`src/rtl/mc_ctrl.sv`:
```
// rtl/mc_ctrl.sv - multi-cycle MIPS control unit: Moore sequencer, retire counter, illegal-encoding flag
// Outputs decode from the registered state plus the opcode/funct latched in DECODE.

module mc_ctrl #(
    parameter int unsigned WAIT_MEM = 1,
    parameter int unsigned CNT_W    = 32
) (
    input  logic             clk,
    input  logic             rst,
    input  logic [5:0]       opcode,
    input  logic [5:0]       funct,
    input  logic             zero,
    input  logic             mem_ready,
    output logic             pc_en,
    output logic             IorD,
    output logic             IRWrite,
    output logic             MemRead,
    output logic             MemWrite,
    output logic             RegWrite,
    output logic [1:0]       RegDst,
    output logic [1:0]       MemtoReg,
    output logic             ALUSrcA,
    output logic [1:0]       ALUSrcB,
    output logic             ExtOp,
    output logic [2:0]       ALUOp,
    output logic [1:0]       PCSource,
    output logic             illegal,
    output logic             instr_done,
    output logic [CNT_W-1:0] instr_count,
    output logic [3:0]       state
);

    localparam logic [5:0] OP_R     = 6'h00;
    localparam logic [5:0] OP_J     = 6'h02;
    localparam logic [5:0] OP_JAL   = 6'h03;
    localparam logic [5:0] OP_BEQ   = 6'h04;
    localparam logic [5:0] OP_BNE   = 6'h05;
    localparam logic [5:0] OP_ADDI  = 6'h08;
    localparam logic [5:0] OP_ADDIU = 6'h09;
    localparam logic [5:0] OP_SLTI  = 6'h0A;
    localparam logic [5:0] OP_ANDI  = 6'h0C;
    localparam logic [5:0] OP_ORI   = 6'h0D;
    localparam logic [5:0] OP_XORI  = 6'h0E;
    localparam logic [5:0] OP_LUI   = 6'h0F;
    localparam logic [5:0] OP_LW    = 6'h23;
    localparam logic [5:0] OP_SW    = 6'h2B;
    localparam logic [5:0] FN_JR    = 6'h08;

    typedef enum logic [3:0] {
        S_FETCH  = 4'd0,
        S_DECODE = 4'd1,
        S_MEMADR = 4'd2,
        S_MEMRD  = 4'd3,
        S_MEMWB  = 4'd4,
        S_MEMWR  = 4'd5,
        S_EXEC   = 4'd6,
        S_RWB    = 4'd7,
        S_BRANCH = 4'd8,
        S_JUMP   = 4'd9,
        S_IEXEC  = 4'd10,
        S_IWB    = 4'd11,
        S_ILL    = 4'd12
    } state_t;

    state_t           r_state;
    logic [5:0]       r_op;
    logic [5:0]       r_fn;
    logic [CNT_W-1:0] r_cnt;
    state_t           w_dispatch;
    logic             w_rdy;

    assign w_rdy       = (WAIT_MEM != 0) ? mem_ready : 1'b1;
    assign instr_count = r_cnt;
    assign state       = r_state;

    // Dispatch looks at the live IR fields; only DECODE consumes it.
    always_comb begin
        w_dispatch = S_ILL;
        if (opcode == OP_LW || opcode == OP_SW) begin
            w_dispatch = S_MEMADR;
        end else if (opcode == OP_R) begin
            if (funct inside {6'h20, 6'h21, 6'h22, 6'h23, 6'h24, 6'h25, 6'h26,
                              6'h27, 6'h2A, 6'h2B, 6'h00, 6'h02, 6'h03})
                w_dispatch = S_EXEC;
            else if (funct == FN_JR)
                w_dispatch = S_JUMP;
        end else if (opcode == OP_J || opcode == OP_JAL) begin
            w_dispatch = S_JUMP;
        end else if (opcode == OP_BEQ || opcode == OP_BNE) begin
            w_dispatch = S_BRANCH;
        end else if (opcode inside {OP_ADDI, OP_ADDIU, OP_SLTI, OP_ANDI,
                                    OP_ORI, OP_XORI, OP_LUI}) begin
            w_dispatch = S_IEXEC;
        end
    end

    always_ff @(posedge clk or posedge rst) begin
        if (rst) begin
            r_state <= S_FETCH;
            r_op    <= 6'h00;
            r_fn    <= 6'h00;
            r_cnt   <= '0;
        end else begin
            if (instr_done)
                r_cnt <= r_cnt + 1'b1;
            case (r_state)
                S_FETCH:  if (w_rdy) r_state <= S_DECODE;
                S_DECODE: begin
                    r_op    <= opcode;
                    r_fn    <= funct;
                    r_state <= w_dispatch;
                end
                S_MEMADR: r_state <= (r_op == OP_SW) ? S_MEMWR : S_MEMRD;
                S_MEMRD:  if (w_rdy) r_state <= S_MEMWB;
                S_MEMWR:  if (w_rdy) r_state <= S_FETCH;
                S_EXEC:   r_state <= S_RWB;
                S_IEXEC:  r_state <= S_IWB;
                default:  r_state <= S_FETCH;
            endcase
        end
    end

    // Reset gates every control output so nothing strobes while rst is high.
    always_comb begin
        pc_en      = 1'b0;
        IorD       = 1'b0;
        IRWrite    = 1'b0;
        MemRead    = 1'b0;
        MemWrite   = 1'b0;
        RegWrite   = 1'b0;
        RegDst     = 2'b00;
        MemtoReg   = 2'b00;
        ALUSrcA    = 1'b0;
        ALUSrcB    = 2'b00;
        ExtOp      = 1'b0;
        ALUOp      = 3'b000;
        PCSource   = 2'b00;
        illegal    = 1'b0;
        instr_done = 1'b0;
        if (!rst) begin
            case (r_state)
                S_FETCH: begin
                    MemRead = 1'b1;
                    ALUSrcB = 2'b01;
                    IRWrite = w_rdy;
                    pc_en   = w_rdy;
                end
                S_DECODE: ALUSrcB = 2'b11;
                S_MEMADR: begin
                    ALUSrcA = 1'b1;
                    ALUSrcB = 2'b10;
                    ExtOp   = 1'b1;
                end
                S_MEMRD: begin
                    MemRead = 1'b1;
                    IorD    = 1'b1;
                end
                S_MEMWB: begin
                    RegWrite   = 1'b1;
                    MemtoReg   = 2'b01;
                    instr_done = 1'b1;
                end
                S_MEMWR: begin
                    MemWrite   = 1'b1;
                    IorD       = 1'b1;
                    instr_done = w_rdy;
                end
                S_EXEC: begin
                    ALUSrcA = 1'b1;
                    ALUOp   = 3'b010;
                end
                S_RWB: begin
                    RegWrite   = 1'b1;
                    RegDst     = 2'b01;
                    instr_done = 1'b1;
                end
                S_BRANCH: begin
                    ALUSrcA    = 1'b1;
                    ALUOp      = 3'b001;
                    PCSource   = 2'b01;
                    pc_en      = zero ~^ (r_op == OP_BEQ);
                    instr_done = 1'b1;
                end
                S_JUMP: begin
                    pc_en      = 1'b1;
                    PCSource   = (r_op == OP_R && r_fn == FN_JR) ? 2'b11 : 2'b10;
                    instr_done = 1'b1;
                    if (r_op == OP_JAL) begin
                        RegWrite = 1'b1;
                        RegDst   = 2'b10;
                        MemtoReg = 2'b10;
                    end
                end
                S_IEXEC: begin
                    ALUSrcA = 1'b1;
                    ALUSrcB = 2'b10;
                    ExtOp   = !(r_op inside {OP_ANDI, OP_ORI, OP_XORI, OP_LUI});
                    case (r_op)
                        OP_ANDI: ALUOp = 3'b011;
                        OP_ORI:  ALUOp = 3'b100;
                        OP_XORI: ALUOp = 3'b101;
                        OP_LUI:  ALUOp = 3'b110;
                        OP_SLTI: ALUOp = 3'b111;
                        default: ALUOp = 3'b000;
                    endcase
                end
                S_IWB: begin
                    RegWrite   = 1'b1;
                    instr_done = 1'b1;
                end
                S_ILL:   illegal = 1'b1;
                default: illegal = 1'b0;
            endcase
        end
    end

endmodule

```
`config.mk`:
```
export PLATFORM = sky130hd
export DESIGN_NAME = mc_ctrl
export DESIGN_NICKNAME = d
export VERILOG_FILES = /design/src/rtl/mc_ctrl.sv
export SDC_FILE = /design/constraint.sdc
export NUM_CORES = 1
export LEC_CHECK = 0
export ABC_AREA = 1
export BUFFER_PORTS_ARGS = -buffer_cell sky130_fd_sc_hd__clkbuf_2
export CELL_PAD_IN_SITES_DETAIL_PLACEMENT = 1
export CELL_PAD_IN_SITES_GLOBAL_PLACEMENT = 1
export CORE_MARGIN = 2
export CORE_UTILIZATION = 34
export CTS_BUF_LIST = sky130_fd_sc_hd__clkbuf_4 sky130_fd_sc_hd__clkbuf_8 sky130_fd_sc_hd__clkbuf_16
export CTS_CLUSTER_DIAMETER = 80
export CTS_CLUSTER_SIZE = 28
export DETAILED_ROUTE_END_ITERATION = 7
export PLACE_DENSITY = 0.85
export SLEW_MARGIN = 20
export SYNTH_ARGS = -nofsm -noshare
export SYNTH_HDL_FRONTEND = slang
export SYNTH_SLANG_ARGS = --single-unit
```
`constraint.sdc`:
```
create_clock -name clk -period 2.18 [get_ports clk]
set_clock_uncertainty 0.15 [all_clocks]
set_input_delay 0.109 -clock clk [delete_from_list [all_inputs] [get_ports clk]]
set_output_delay 0.109 -clock clk [all_outputs]
set_load 0.02 [all_outputs]
```
==> reports/summary.txt <==
Clk_lat worst skew: 0.31 ns
ANT nets after route: 0
Peak supply drop: 0.5450 mV
CTS Buf Count: 5
Fin crit share: 93.32%
Seq cells post-synth: 48
Longest Clk Path Bufs: 2
Post-DP HPWL: 8.396 mm
Max-Cap Viols: 0
Area growth syn-to-layout: 25.07%
Internal power: 1.998 mW
Worst min-delay path startpoint: mem_ready
Worst Hold Class: input pin to flip-flop
Time the worst path needs with I/O delays and setup: 2.034 ns
Buffers on Ports: 72
Endpoints failing hold: 0
Switching share of power: 47.73%
R2r startpoint: instr_count[2]
First-pass GRT wire length: 17.87 mm
Synth Cell Area: 3358 um2
Fill cell count: 1309
Sw power: 1.825 mW
Reg clk slew, reported paths: 0.09 ns
Vias per cell: 4.947
FFs w/ async S/R, synth: 100.0%
CORE AREA: 9684 um2
Die Y: 103.4 um
Hold WS: 0.006605 ns
GR Overflow Total: 0
Vias in the first global route: 3756
Clock tree sinks: 48
Crit path max fanout: 5
Post-synthesis cell type count: 32
Register share of total power: 37.3%
Normalized max-slew margin: 69.82%
PwrDens: 910.2 nW/um2
Largest net degree at the start of global routing: 51
I/O pin total: 73
Syn_nets: 542
Final Slew Violations: 0
Yosys top cell area share: 35.77%
Largest cells by area after synthesis: dfrtp_1 36%, nand2_1 24%, nor2_1 8.7%
LEAKAGE: 2.088 nW
Pre-Repair DR Iteration Count: 4
Initial antenna violation count: 0
Total number of vias: 3715
Root Driver: clkbuf_8
Ys flop type: dfrtp_1
Area leader, netlist: dfrtp_1
Residual DRC: 0
Nets: 634
Max Freq: 0.4916 GHz
Commonest cells post-synth: 213 x nand2_1, 78 x nor2_1, 48 x dfrtp_1
# diodes: 0
Total Routing Usage GR: 21.24%
Worst Setup SP: r_op[0]
Initial Util: 34.68%
Worst-Margin Slew: 0.4510 ns
Post-synth EDFFs: 0
Crit end category: primary output
Chip width: 103.4 um
Worst setup path category: flip-flop to primary output
Layout cells sized above 1: 18.93%
Htree depth: 2
Most frequent cell after synthesis: nand2_1
RSZ-0062 raised after global routing: no
Synthesized area per cell: 6.397 um2
# setup viols final: 0
Die ar.: 10690 um2
Worst Setup Start Kind: flip-flop
Initial DRC count: 125
Routability cong.: 0.9453
Status: finished clean
Clock power frac: 15.3%
CTS tree: yes
CP required: 1.92 ns
# rows: 36
Worst EP arrival: 1.78 ns
Multi-input logic area: 1941 um2
Comb pwr share: 47.5%
Drt total wl: 10.91 mm
Setup TNS Final: 0 ns
Register area share after synthesis: 35.77%
Yosys warning count: 0
Cell count after synthesis: 525
Register area: 1207 um2
Wire per inst: 14.53 um
placed cells by master, fill, tap and decap left out, drive strengths merged, types with 3 or more instances in the layout:
cell and count:
clkbuf 79, xor2 8, nand4 16, nand3 28, nand2 216, buf 12
o21ai 20, nor3 8, nor2 82, dlygate4sd3 12, dfrtp 48, nand3b 24
inv 46, clkinvlp 3, a21oi 6
sequential cells by signal, indices dropped and copies added, names as in the netlist:
register,flops
state,4
instr_count,32
r_op,6
r_fn,6
critical path, stage by stage (launching register included):
cell,delay (ns)
dfrtp_2,0.46
nor2_2,0.18
inv_1,0.11
nor3_1,0.16
nand4_1,0.18
a21oi_2,0.19
clkbuf_2,0.20
layer usage:
metal	vias up	share of wire (%)	global-route usage (%)
li1	1855	-	-
met1	1770	43	24.98
met2	75	51	39.85
met3	15	3.4	3.293
met4	0	1.7	5.668
met5	-	0	0
metrics by stage:
stage,power [mW],std cells,util [%],setup WS [ns],instance area [um2]
5_1_grt,4.130,751,43.37,0.002472,4200
3_5_place_dp,3.106,728,40.30,0.2157,3902
4_1_cts,3.725,748,42.64,0.02826,4129
6_report,3.823,751,43.37,0.1456,4200
2_1_floorplan,2.550,525,-,0.002241,3362
3_3_place_gp,3.025,728,40.30,0.3350,3902
power groups by stage:
stage	sequential, mW	clock (mW)	combinational (mW)
after floorplan	1.48	0	1.07
after global routing	1.47	0.638	2.02
after CTS	1.41	0.604	1.71
after global placement	1.40	0	1.62
final	1.42	0.583	1.82
after detailed placement	1.42	0	1.68
path summary, 6_finish.rpt:
path / slack, ns / cells after the start / to
hold reg to reg: 0.34 / 2 / r_fn[1]
max in group asynchronous: 1.53 / 3 / state[0]
setup / recovery: 0.15 / 6 / PCSource[0]
hold / removal: 0.007 / 4 / state[2]
min in group asynchronous: 0.07 / 3 / state[1]
setup reg to reg: 0.24 / 9 / instr_count[31]
cell type report:
cell class                      count  area share [%]
Multi-Input combinational cell    418           46.20
Inverter                           47           4.290
Clock inverter                      2          0.3575
Timing Repair Buffer               97           14.48
Tap cell                          133           3.962
Sequential cell                    48           28.75
Clock buffer                        6           1.966
cell families after synthesis:
kind of cell / share of synthesized area, %
simple gates: 48.88
compound gates: 5.440
fa+ha+maj: 0.3725
xor+xnor: 2.087
buf+inv: 7.451
flops: 35.77
repair_timing:
| action | in CTS | in global routing |
|---|---|---|
| gates cloned | 0 | 1 |
| hold endpoints to repair | 12 | 0 |
| buffers inserted | 0 | 2 |
| hold buffers | 12 | 0 |
| gates resized for setup | 2 | 12 |
| setup endpoints to repair | 1 | 9 |
Note: power is estimated with default switching activity, not from simulation.
